[src/rtl/sim_ctrl_responder.sv]
// Simulation control responder: memory-mapped stdout FIFO plus PASS/FAIL/EXIT
// terminal flags, attached to an OBI data port with single-cycle responses.
module sim_ctrl_responder #(
  parameter logic [31:0] BASE_ADDR  = 32'h1000_0000,
  parameter int unsigned FIFO_DEPTH = 8
) (
  input  logic        clk_i,
  input  logic        rst_i,
  input  logic        data_req_i,
  output logic        data_gnt_o,
  input  logic [31:0] data_addr_i,
  input  logic        data_we_i,
  input  logic [3:0]  data_be_i,
  input  logic [31:0] data_wdata_i,
  output logic        data_rvalid_o,
  output logic [31:0] data_rdata_o,
  output logic        data_err_o,
  output logic        char_valid_o,
  output logic [7:0]  char_data_o,
  input  logic        char_ready_i,
  output logic        tests_passed_o,
  output logic        tests_failed_o,
  output logic        exit_valid_o,
  output logic [31:0] exit_value_o
);

  localparam int unsigned PTR_W = $clog2(FIFO_DEPTH);
  localparam int unsigned CNT_W = PTR_W + 1;

  localparam logic [4:0] OFF_PRINT  = 5'h00;
  localparam logic [4:0] OFF_PASS   = 5'h04;
  localparam logic [4:0] OFF_FAIL   = 5'h08;
  localparam logic [4:0] OFF_EXIT   = 5'h0C;
  localparam logic [4:0] OFF_STATUS = 5'h10;

  typedef enum logic [1:0] {
    ST_RUN   = 2'd0,
    ST_DRAIN = 2'd1,
    ST_DONE  = 2'd2
  } state_e;

  typedef enum logic [1:0] {
    EV_PASS = 2'd0,
    EV_FAIL = 2'd1,
    EV_EXIT = 2'd2
  } event_e;

  state_e            state_q;
  event_e            event_q;
  logic [31:0]       exit_data_q;
  logic              passed_q, failed_q, exit_valid_q;
  logic [31:0]       exit_value_q;

  logic [7:0]        fifo_mem_q [FIFO_DEPTH];
  logic [PTR_W-1:0]  wr_ptr_q, rd_ptr_q;
  logic [CNT_W-1:0]  count_q;

  logic              rvalid_q, err_q;
  logic [31:0]       rdata_q;
  logic              err_d;
  logic [31:0]       rdata_d;

  logic [31:0]       offset;
  logic [4:0]        reg_off;
  logic              in_window, fifo_empty, fifo_full;
  logic              is_print_wr, is_term_wr, push, pop;
  logic [31:0]       status_word;
  logic              unused_be;

  assign unused_be = ^data_be_i[3:1];

  // Unsigned subtraction wraps addresses below the base to large values.
  assign offset    = data_addr_i - BASE_ADDR;
  assign in_window = offset < 32'd32;
  assign reg_off   = offset[4:0];

  assign fifo_empty = (count_q == '0);
  assign fifo_full  = (count_q == CNT_W'(FIFO_DEPTH));

  assign is_print_wr = data_we_i && (reg_off == OFF_PRINT);
  assign is_term_wr  = data_we_i &&
                       (reg_off == OFF_PASS || reg_off == OFF_FAIL || reg_off == OFF_EXIT);

  // Backpressure uses the registered full flag only, so a pop never frees a slot same-cycle.
  assign data_gnt_o = data_req_i && in_window && !rst_i &&
                      !(is_print_wr && fifo_full && (state_q == ST_RUN));

  assign push = data_gnt_o && is_print_wr && (state_q == ST_RUN) && data_be_i[0];
  assign pop  = !fifo_empty && char_ready_i;

  assign status_word = {14'b0, state_q, 6'b0, fifo_empty, fifo_full, 8'(count_q)};

  // NOTE: every output of a combinational block gets a default first so no latch is inferred.
  always_comb begin
    err_d   = 1'b0;
    rdata_d = '0;
    if (data_we_i) begin
      err_d = !(reg_off == OFF_PRINT || is_term_wr);
    end else if (reg_off == OFF_STATUS) begin
      rdata_d = status_word;
    end else begin
      err_d = 1'b1;
    end
  end

  // NOTE: sequential state uses non-blocking assignments so all registers update together.
  always_ff @(posedge clk_i) begin
    if (rst_i) begin
      rvalid_q <= 1'b0;
      err_q    <= 1'b0;
      rdata_q  <= '0;
    end else begin
      rvalid_q <= data_gnt_o;
      err_q    <= data_gnt_o && err_d;
      rdata_q  <= data_gnt_o ? rdata_d : '0;
    end
  end

  assign data_rvalid_o = rvalid_q;
  assign data_err_o    = err_q;
  assign data_rdata_o  = rdata_q;

  // NOTE: the storage array is not reset; pointers and count alone define which entries are valid.
  always_ff @(posedge clk_i) begin
    if (push) begin
      fifo_mem_q[wr_ptr_q] <= data_wdata_i[7:0];
    end
  end

  always_ff @(posedge clk_i) begin
    if (rst_i) begin
      wr_ptr_q <= '0;
      rd_ptr_q <= '0;
      count_q  <= '0;
    end else begin
      if (push) wr_ptr_q <= wr_ptr_q + PTR_W'(1);
      if (pop)  rd_ptr_q <= rd_ptr_q + PTR_W'(1);
      case ({push, pop})
        2'b10:   count_q <= count_q + CNT_W'(1);
        2'b01:   count_q <= count_q - CNT_W'(1);
        default: count_q <= count_q;
      endcase
    end
  end

  assign char_valid_o = !fifo_empty;
  assign char_data_o  = fifo_mem_q[rd_ptr_q];

  // Only the first terminal event is latched; the flags follow once stdout has drained.
  always_ff @(posedge clk_i) begin
    if (rst_i) begin
      state_q      <= ST_RUN;
      event_q      <= EV_PASS;
      exit_data_q  <= '0;
      passed_q     <= 1'b0;
      failed_q     <= 1'b0;
      exit_valid_q <= 1'b0;
      exit_value_q <= '0;
    end else begin
      case (state_q)
        ST_RUN: begin
          if (data_gnt_o && is_term_wr) begin
            state_q     <= ST_DRAIN;
            exit_data_q <= data_wdata_i;
            if (reg_off == OFF_PASS)      event_q <= EV_PASS;
            else if (reg_off == OFF_FAIL) event_q <= EV_FAIL;
            else                          event_q <= EV_EXIT;
          end
        end
        ST_DRAIN: begin
          if (fifo_empty) begin
            state_q <= ST_DONE;
            case (event_q)
              EV_PASS: passed_q <= 1'b1;
              EV_FAIL: failed_q <= 1'b1;
              default: begin
                exit_valid_q <= 1'b1;
                exit_value_q <= exit_data_q;
              end
            endcase
          end
        end
        ST_DONE: state_q <= ST_DONE;
        default: state_q <= ST_RUN;
      endcase
    end
  end

  assign tests_passed_o = passed_q;
  assign tests_failed_o = failed_q;
  assign exit_valid_o   = exit_valid_q;
  assign exit_value_o   = exit_value_q;

endmodule

[config.mk]
export PLATFORM = sky130hd
export DESIGN_NAME = sim_ctrl_responder
export DESIGN_NICKNAME = d
export VERILOG_FILES = /design/src/rtl/sim_ctrl_responder.sv
export SDC_FILE = /design/constraint.sdc
export NUM_CORES = 1
export LEC_CHECK = 0
export ABC_AREA = 1
export ABC_CLOCK_PERIOD_IN_PS = 5020
export CORE_UTILIZATION = 30
export CTS_CLUSTER_SIZE = 24
export DETAILED_ROUTE_END_ITERATION = 8
export PLACE_DENSITY = 0.5
export SYNTH_ARGS = -nofsm -noshare
export SYNTH_HDL_FRONTEND = slang
export SYNTH_SLANG_ARGS = --single-unit
[constraint.sdc]
create_clock -name clk_i -period 5.02 [get_ports clk_i]
set_input_delay 0.502 -clock clk_i [delete_from_list [all_inputs] [get_ports clk_i]]
set_output_delay 0.502 -clock clk_i [all_outputs]
set_load 0.02 [all_outputs]
# Yosys cells after proc, flatten, opt, wreduce, memory -nomap -nowiden
# Memory sizes are Yosys's and may differ from the RTL's. A register that Yosys moved wholly into a read port is not among the register bits.
# Index checks and enable logic that the tools add are counted.
[classes] addsub=5 magnitude_cmp=1 n_eq_ne=12 mux=12 bitwise=3 reduce_logical=33
[op_table] cell="< comparator 32 x 6 -> 1 bit, second input constant" count=1
[op_table] cell="subtractor 32 x 29 -> 32 bit, second input constant" count=1
[op_table] cell="logical AND 1 bit" count=13
[op_table] cell="equality test 5 x 4 -> 1 bit, second input constant" count=2
[op_table] cell="AND reduction 3 bit" count=3
[op_table] cell="two-way mux 2 bit" count=4
[op_table] cell="case mux 4 bit (2 select lines)" count=1
[op_table] cell="adder 3 x 1 -> 3 bit, second input constant" count=2
[op_table] cell="equality test 2 x 1 -> 1 bit, second input constant" count=3
[op_table] cell="two-way mux 3 bit" count=2
[op_table] cell="case mux 2 bit (3 select lines)" count=1
[op_table] cell="equality test 5 x 3 -> 1 bit, second input constant" count=1
[op_table] cell="equality test 5 bit, second input constant" count=1
[op_table] cell="logical NOT 5 bit" count=1
[op_table] cell="adder 4 x 1 -> 4 bit, second input constant" count=1
[op_table] cell="equality test 2 bit, second input constant" count=2
[op_table] cell="equality test 4 bit, second input constant" count=1
[op_table] cell="logical NOT 1 bit" count=4
[op_table] cell="logical NOT 2 bit" count=2
[op_table] cell="logical NOT 4 bit" count=1
[op_table] cell="two-way mux 1 bit" count=4
[op_table] cell="AND reduction 2 bit" count=2
[op_table] cell="OR reduction 4 bit" count=1
[op_table] cell="subtractor 4 x 1 -> 4 bit, second input constant" count=1
[op_table] cell="other kinds (7)" count=11
[word_totals] ff_bits=115 ramBits=64 n_memories=1
[mem_list] name="fifo_mem_q" depth=8 width=8 rd=1 rd_ports_with_merged_regs=1 write_ports=1 line_no="54" rtl="logic [7:0] fifo_mem_q [FIFO_DEPTH];"

# Depth between registers and ports, before layout
# Gate-level depths: netlist of run 1.
[logic_depth] ltp_word=12 depth_mapped=14 ltp_nobuf=14

# Worst setup path after synthesis of run 1
# No wires, ideal clock.
[synth_path] kind="input port to flip-flop" from="input port data_addr_i[26]" to="register count_q[2]" arrival_ns=2.352 required_ns=4.905 slack_ns=2.553 path_stages=13 cell_sequence="nor2_1 -> nand3_1 -> nor2_1 -> nand3_1 -> nor3b_4 -> nand2_1 -> ha_1 -> xor2_1 -> ha_1 -> a21oi_1 -> xnor2_1 -> o21ai_0 -> inv_1"
[synth_via] elab_chain_cells=10
[synth_lines] item="from (decl)" line_no="11" rtl="input logic [31:0] data_addr_i,"
[synth_lines] item="subtractor 32 x 29 -> 32 bit (*)" line_no="73" rtl="assign offset = data_addr_i - BASE_ADDR;"
[synth_lines] item="< comparator 32 x 6 -> 1 bit (*)" line_no="74" rtl="assign in_window = offset < 32'd32;"
[synth_lines] item="logical AND 1 bit (*) (3 in series)" line_no="85" rtl="assign data_gnt_o = data_req_i && in_window && !rst_i &&"
[synth_lines] item="via data_gnt_o" line_no="10" rtl="output logic data_gnt_o,"
[synth_lines] item="logical AND 1 bit (*) (3 in series)" line_no="88" rtl="assign push = data_gnt_o && is_print_wr && (state_q == ST_RUN) && data_be_i[0];"
[synth_lines] item="equality test 2 x 1 -> 1 bit or equality test 2 bit (tied branches)" line_no="138" rtl="case ({push, pop})"
[synth_lines] item="case mux 4 bit (2 select lines) or nonzero test 2 bit (tied branches)"
[synth_lines] item="to (signal assigned)" line_no="139" rtl="2'b10: count_q <= count_q + CNT_W'(1);"
[synth_lines] item="to (signal assigned)" line_no="140" rtl="2'b01: count_q <= count_q - CNT_W'(1);"
[synth_lines] item="to (signal assigned)" line_no="141" rtl="default: count_q <= count_q;"
[synth_lines] item="to (decl)" line_no="56" rtl="logic [CNT_W-1:0] count_q;"
# The timed path passes the listed nets; every way through them passes the cells marked *.
# A chain may end at the register's enable or synchronous reset.

==> results of run 1 <==
[cell families (layout without fill, tap and decap cells)]
logic type	Yosys count	in the layout	synth area share
adder cells (fa/ha/maj)	7	7	0.01326
flip-flops	158	158	0.5759
AO/OA/AOI/OAI	164	164	0.1277
XOR/XNOR	3	3	0.003979
buffers and inverters	163	267	0.1116
AND/OR/NAND/NOR	261	261	0.1671
other	1	24	0.0005677
[where the power goes]
part           internal, µW  switching, µW  leakage (µW)
sequential             1360           36.7       0.00133
clock                   654            543      0.000274
combinational           282            428       0.00167
total                  2300           1010       0.00327
[registers in the layout (all words and copies together), names as in the netlist, named ones only]
register	count
fifo_mem_q	64
exit_data_q	32
exit_value_o	32
data_rdata_o	8
count_q	4
rd_ptr_q	3
wr_ptr_q	3
event_q	2
state_q	2
data_err_o	1
data_rvalid_o	1
exit_valid_o	1
tests_failed_o	1
tests_passed_o	1
[final timing paths]
kind / startpoint / to / slack, ps
worst min-delay path: exit_data_q[15] / exit_value_o[15] / 450
worst max register to register: state_q[0] / fifo_mem_q[2][3] / 2430
worst min register to register: exit_data_q[15] / exit_value_o[15] / 450
worst max-delay path: register / char_data_o[1] / 1470
[cell type report]
| type | count | area, µm² |
|---|---|---|
| fillers | 2213 | 12770 |
| flip-flops and latches | 158 | 3804 |
| multi-input cells | 459 | 2151 |
| repair buffers | 127 | 1264 |
| clock buffers | 18 | 439.2 |
| inverters | 108 | 405.4 |
| well taps | 275 | 344.1 |
| clock inverters | 14 | 105.1 |
[through the flow]
stage	instances	power (µW)	instance area (µm²)
4_1_cts	1159	3358	8512
2_1_floorplan	780	1868	6691
3_3_place_gp	1127	2146	7968
5_1_grt	1159	3486	8512
3_5_place_dp	1127	2144	7968
6_report	1159	3306	8512
[cells in the mapped netlist]
cell type    n
nand4_2      1
inv_2        3
nor3_1       3
buf_2        7
and3_1       1
nor3b_4      1
nand2_2     11
o21ai_1      4
buf_6        3
nand4_1      4
xor2_1       2
inv_1      105
nor2_4       1
conb_1       1
buf_1        1
nand3_2      1
nor4b_1      1
ha_1         7
dfxtp_1     94
and2_0       2
nand3_1     17
nor2_1     148
xnor2_1      1
o22ai_1      8
nand3b_1     1
nor3b_1      2
o21ai_0    100
nand2_1     67
a21oi_1     42
edfxtp_1    64
clkbuf_1    19
a31oi_1     10
buf_4       25
[layer usage]
layer  vias up  track usage  routed length, µm
li1       2628            -                  -
met1      2266       0.1764               7064
met2       104       0.2164               6733
met3        15      0.03909                684
met4         0      0.04394                144
met5         -            0                  0
[critical path, stage by stage (launching register included)]
cell	delay (ps)
dfxtp_1	290
buf_4	230
inv_1	730
o21ai_0	160
o22ai_1	190
nor2_1	60
a31oi_1	300
clkdlybuf4s50_1	670
==> results.yml, run 1 <==
grt:
  grt_pass1_vias: 4724
  gr-total-overflow: 0
  antenna_found_initial: 0
  grt_first_pass_wirelength_um: 23630
  grt_max_degree: 77
  grtUsageTotal: 0.1359
floorplanning:
  rows: 53
  initial_core_util: 0.3103
  core_area_um2: 21290
  die_w_um: 150.4
  die_area_um2: 22610
  dieHeight_um: 150.4
  pin_count: 152
drt:
  drt-total-wl_um: 14630
  viasPerCell: 4.325
  drtIter0Drc: 179
  route.detailed.drc: 0
  ant_nets: 0
  dr_total_vias: 5013
  firstDrtPassIters: 4
  wl_per_cell_um: 12.62
sta:
  max_clock_freq_mhz: 281.4
  slew_viol_final: 0
  fin_tns_setup_ps: 0
  finalClockSkew_ps: 14.94
  fin_crit_ps: 3554
  tightest_slew_ps: 973.2
  finalCritPeriodShare: 0.7080
  hold_viol: 0
  rsz0062_at_grt: "false"
  setup_viol: 0
  layout_setup_ws_ps: 1466
  max-slew-margin-rel: 0.3512
  worst_hold_slack_ps: 449.5
worst_setup_path:
  critical_path.max_fanout: 33
  rr_worst_depth: 6
  cp-end-kind: "output pin"
  startpoint_type: "register"
  crit_arrival_ps: 3050
  required_ps: 4520
  critPathKind: "reg -> out"
cts:
  cts_hold_buf: 0
  clk_path_buf_depth: 2
  h-tree-depth: 4
  cts_root_buf: "clkbuf_16"
  clock_sinks: 158
  cts_setup_buffers: 0
  clk-insertion-delay-late_ps: 420
  ctsResizeCount: 0
  cts_buffers: 17
  path_clk_slew_ps: 60
  tritoncts: "done"
place:
  dp_hpwl_um: 9515
  port_buffers: 124
  pre_cts_slack_ps: 1690
  place_congestion: 0.7606
synth:
  postSynthAreaPerCell_um2: 8.725
  synth.ff_latch_count: 158
  ys_warn_count: 0
  yosysUniqueCellTypes: 33
  synth.area.top_cells: "edfxtp_1, dfxtp_1, nor2_1"
  yosysSeqAreaShare: 0.5759
  synth_top_area_share: 0.2910
  syn_inst: 757
  synth_area_um2: 6605
  synth_top_area_cell: "edfxtp_1"
layout:
  diodes: 0
  finalCoreUtilization: 0.3999
  post_route_cells_drive_above_1_share: 0.05995
  nNetsFinal: 951
  final_common_cell: "nor2_1"
  layout_common_cells: "nor2_1, clkdlybuf4s50_1, inv_1"
  area_delta_synth_final_pct: 28.87
min_path:
  hold_depth: 2
  min_path_type: "reg -> reg"
power:
  cellLeakagePower_uw: 0.003273
  power_density_nw_per_um2: 388.4
  peakVddDrop_mv: 0.2451
status:
  status: "completed"
job:
  maxCapViolations: 0
Note: power is estimated with default switching activity, not from simulation.
==> inputs of run 2 (changes only) <==
ABC_CLOCK_PERIOD_IN_PS = 3500   (was 5020)
clock period = 3.5 ns   (was 5.02 ns; I/O delays follow)
==> results.yml, run 2 (synthesized netlist as in run 1, its figures left out) <==
sta:
  tightest_slew_ps: 976.7
  fin_tns_setup_ps: 0
  max_clock_freq_mhz: 342.7
  max-slew-margin-rel: 0.3488
  worst_hold_slack_ps: 448.5
  finalClockSkew_ps: 11.13
  rsz0062_at_grt: "false"
  finalCritPeriodShare: 0.8338
  layout_setup_ws_ps: 581.9
  setup_viol: 0
  fin_crit_ps: 2918
  slew_viol_final: 0
  hold_viol: 0
worst_setup_path:
  rr_worst_depth: 12
  critPathKind: "reg -> out"
  worstSetupEndpoint: "char_data_o[1]"
  critical_path.max_stage_delay_ps: 660
  crit_slowest_cell: "clkdlybuf4s50_1"
  crit_chain: "inv_1 -> buf_4 -> o21ai_0 -> o22ai_1 -> nor2_1 -> a31oi_1 -> clkdlybuf4s50_1"
  crit_arrival_ps: 2570
  critical-path-top-delay-family: "buffers and inverters"
  critical_path.max_fanout: 23
  timing.critical_path.buf_inv: 3
  r2r_start: "state_q[0]"
  startpoint_type: "register"
  r2r_end: "count_q[2]"
  crit_cells: 7
  cp-end-kind: "output pin"
  required_ps: 3150
  r2r_slack_ps: 1010
grt:
  grtUsageMet1: 0.1757
  use_met3: 0.04697
  met2_usage: 0.2115
  busiest_layer: "met2"
  gr-total-overflow: 0
  antenna_found_initial: 0
  grt_first_pass_wirelength_um: 23430
  grt_max_degree: 76
  grt_pass1_vias: 4648
  grtUsageTotal: 0.1360
floorplanning:
  rows: 53
  die_w_um: 150.4
  pin_count: 152
  core_area_um2: 21290
  dieHeight_um: 150.4
  die_area_um2: 22610
  initial_core_util: 0.3103
layout:
  final_common_cell: "nor2_1"
  diodes: 0
  largest_register: "fifo_mem_q"
  post_route_cells_drive_above_1_share: 0.07254
  layout_common_cells: "nor2_1, clkdlybuf4s50_1, inv_1"
  fill_cells: 2148
  area_delta_synth_final_pct: 31.39
  seqCellArea_um2: 3804
  largest_register_ffs: 64
  nNetsFinal: 963
  multi_input_area_um2: 2151
cts:
  clock_sinks: 158
  cts_buffers: 17
  clk-insertion-delay-late_ps: 420
  ctsResizeCount: 0
  cts_root_buf: "clkbuf_16"
  tritoncts: "done"
  cts_hold_buf: 0
  h-tree-depth: 4
  cts_setup_buffers: 0
  clk_path_buf_depth: 2
  path_clk_slew_ps: 70
drt:
  drt-total-wl_um: 14760
  route.detailed.drc: 0
  dr_total_vias: 5012
  ant_nets: 0
  firstDrtPassIters: 4
  wl_per_cell_um: 12.60
  viasPerCell: 4.280
  drtIter0Drc: 173
power:
  p_int_uw: 3518
  swShare: 0.2966
  power_density_nw_per_um2: 576.3
  clkPwrFrac: 0.391
  pwr-share-seq: 0.396
  switchingPower_uw: 1483
  cellLeakagePower_uw: 0.003355
  p_comb_frac: 0.213
  peakVddDrop_mv: 0.3263
place:
  port_buffers: 124
  pre_cts_slack_ps: 608.0
  dp_hpwl_um: 9713
  place_congestion: 0.7518
min_path:
  min_path_type: "reg -> reg"
status:
  status: "completed"
job:
  maxCapViolations: 0
run 2: layout make-up:
type / instances / share of cell area
multi-input combinational: 459 / 0.2478
clock inverter: 15 / 0.02249
clock buffer: 17 / 0.04902
tap: 275 / 0.03965
timing repair buffer: 139 / 0.1560
inverter: 108 / 0.04671
sequential: 158 / 0.4383
run 2: power by group through the flow:
stage                     logic (µW)  clock network (µW)  registers, µW
after detailed placement        1070                   0           2020
after global routing            1180                2090           1990
final                           1070                1950           1980
after floorplan                  656                   0           2020
after global placement          1070                   0           2020
after CTS                       1080                2010           1980
run 2: through the flow:
step,cell area (µm²),util,std cells,power (µW)
final,8678,0.4077,1171,5001
after global routing,8678,0.4077,1171,5253
after CTS,8678,0.4077,1171,5073
after detailed placement,8058,0.3785,1139,3097
after global placement,8058,0.3785,1139,3093
after floorplan,6691,-,780,2679
run 2: layer usage:
layer / up-vias / routed length [µm]
met3: 11 / 723
met2: 105 / 6736
met4: 0 / 137
li1: 2648 / -
met5: - / 0
met1: 2248 / 7158
run 2: worst min path at each step:
| stage | start | end | slack (ps) | cells after the start |
|---|---|---|---|---|
| 2_1_floorplan | rst_i | state_q[0] | 420 | 1 |
| 3_3_place_gp | exit_data_q[16] | exit_value_o[16] | 440 | 2 |
| 3_5_place_dp | exit_data_q[12] | exit_value_o[12] | 440 | 2 |
| 4_1_cts | exit_data_q[12] | exit_value_o[12] | 450 | 2 |
| 5_1_grt | exit_data_q[7] | exit_value_o[7] | 470 | 2 |
| 6_report | exit_data_q[20] | exit_value_o[20] | 450 | 2 |
run 2: worst register-to-register path, cell delays in order, from the launching register on:
cell	delay [ps]
dfxtp_1	360
inv_1	70
ha_1	260
nand3_1	210
nor3b_4	310
nand2_1	120
ha_1	260
xor2_1	170
ha_1	190
a21oi_1	140
xnor2_1	90
o21ai_0	140
inv_1	50
==> inputs of run 3 (changes only) <==
ABC_CLOCK_PERIOD_IN_PS = 2900   (was 3500)
clock period = 2.9 ns   (was 3.5 ns; I/O delays follow)
==> results.yml, run 3 (synthesized netlist as in run 1, its figures left out) <==
grt:
  grt_first_pass_wirelength_um: 24390
  grt_pass1_vias: 4879
  grtUsageTotal: 0.1418
  grt_max_degree: 76
  gr-total-overflow: 0
  antenna_found_initial: 0
cts:
  path_clk_slew_ps: 60
  cts_buffers: 17
  cts_root_buf: "clkbuf_16"
  clk-insertion-delay-late_ps: 420
  clk_path_buf_depth: 2
  h-tree-depth: 4
  cts_setup_buffers: 0
  tritoncts: "done"
  clock_sinks: 158
sta:
  max-slew-margin-rel: 0.5207
  fin_crit_ps: 2689
  tightest_slew_ps: 719.0
  finalClockSkew_ps: 13.30
  hold_viol: 0
  max_clock_freq_mhz: 371.9
  setup_viol: 0
  rsz0062_at_grt: "false"
  fin_tns_setup_ps: 0
  finalCritPeriodShare: 0.9273
  slew_viol_final: 0
worst_setup_path:
  startpoint_type: "register"
  r2r_start: "state_q[1]"
  worstSetupEndpoint: "char_data_o[2]"
  required_ps: 2610
  timing.critical_path.buf_inv: 2
  crit_cells: 6
  critPathKind: "reg -> out"
  rr_worst_depth: 12
  r2r_slack_ps: 590
  critical_path.max_fanout: 32
  r2r_end: "count_q[3]"
  cp-end-kind: "output pin"
  crit_arrival_ps: 2400
  critical-path-top-delay-family: "buffers and inverters"
  critical_path.max_stage_delay_ps: 670
  crit_slowest_cell: "clkdlybuf4s50_1"
  crit_chain: "buf_6 -> o21ai_0 -> o22ai_1 -> nor2_1 -> a31oi_1 -> clkdlybuf4s50_1"
floorplanning:
  dieHeight_um: 150.4
  die_area_um2: 22610
  die_w_um: 150.4
  initial_core_util: 0.3103
  core_area_um2: 21290
  rows: 53
  pin_count: 152
min_path:
  hold_depth: 2
  min_path_type: "reg -> reg"
  holdCritStartpoint: "exit_data_q[19]"
place:
  port_buffers: 124
  postPlaceCellArea_um2: 8108
  place_congestion: 0.7464
  dp_hpwl_um: 9844
drt:
  wl_per_cell_um: 12.84
  route.detailed.drc: 0
  ant_nets: 0
  drt-total-wl_um: 15100
  drtIter0Drc: 159
  firstDrtPassIters: 4
  viasPerCell: 4.316
  dr_total_vias: 5076
layout:
  final_area_um2: 8706
  post_route_cells_drive_above_1_share: 0.07658
  largest_register_ffs: 64
  diodes: 0
  layout_common_cells: "nor2_1, clkdlybuf4s50_1, inv_1"
  nNetsFinal: 968
  area_delta_synth_final_pct: 31.81
  final_common_cell: "nor2_1"
  largest_register: "fifo_mem_q"
job:
  maxCapViolations: 0
status:
  status: "completed"
power:
  peakVddDrop_mv: 0.4390
  power_density_nw_per_um2: 677.6
  cellLeakagePower_uw: 0.003382
## run 3: changes by cell type in the layout (fill, tap and decap cells not counted), moves of 2 or more
cell and delta:
buf_4 +3, clkinvlp_4 -2, clkinv_2 +2, inv_8 -2
clkbuf_16 +3, bufinv_16 -3
## run 3: worst reg2reg max path: stages (launching register included)
cell,delay [ps]
dfxtp_1,310
inv_1,90
ha_1,250
nand2_1,70
nor3_1,270
nand2_1,130
ha_1,260
xor2_1,220
nand3_1,130
o21ai_0,280
nand2_1,80
nand2_1,60
nor2_1,40
## run 3: worst min path at each step
stage	endpoint	slack [ps]
4_1_cts	exit_value_o[12]	460
2_1_floorplan	state_q[0]	360
6_report	exit_value_o[19]	450
5_1_grt	exit_value_o[28]	480
3_3_place_gp	exit_value_o[18]	440
3_5_place_dp	exit_value_o[12]	440
## run 3: layout make-up
class                           count  area [µm²]
Fill cell                        2149       12580
Sequential cell                   158        3804
Multi-Input combinational cell    459        2151
Timing Repair Buffer              144        1408
Clock buffer                       21       504.2
Inverter                          108       405.4
Tap cell                          275       344.1
Clock inverter                     11       90.09
## run 3: stage by stage
step	instances	utilization	setup slack, ps	total power, µW	hold slack (ps)
2_1_floorplan	780	-	552.5	3234	359.1
3_3_place_gp	1144	0.3809	155.9	3742	439.2
3_5_place_dp	1144	0.3809	144.0	3745	443.8
4_1_cts	1176	0.4088	108.2	5977	455.3
5_1_grt	1176	0.4090	51.12	6199	475.9
6_report	1176	0.4090	211.0	5899	451.6
## run 3: routing by layer
| metal | GRT usage | share of wire |
|---|---|---|
| met2 | 0.2341 | 0.46 |
| met1 | 0.1746 | 0.47 |
| met5 | 0 | 0 |
| met4 | 0.04192 | 0.011 |
| met3 | 0.04697 | 0.057 |
## run 3: repair_timing
action,in CTS,in global routing
hold buffers,0,0
setup endpoints to repair,0,1
resized for setup,0,1
## run 3: power by group
group | leakage [µW] | internal (µW) | switching (µW)
Clock | 0.000293 | 1270 | 937
Combinational | 0.00176 | 526 | 765
Sequential | 0.00133 | 2360 | 41.6
Total | 0.00338 | 4160 | 1740
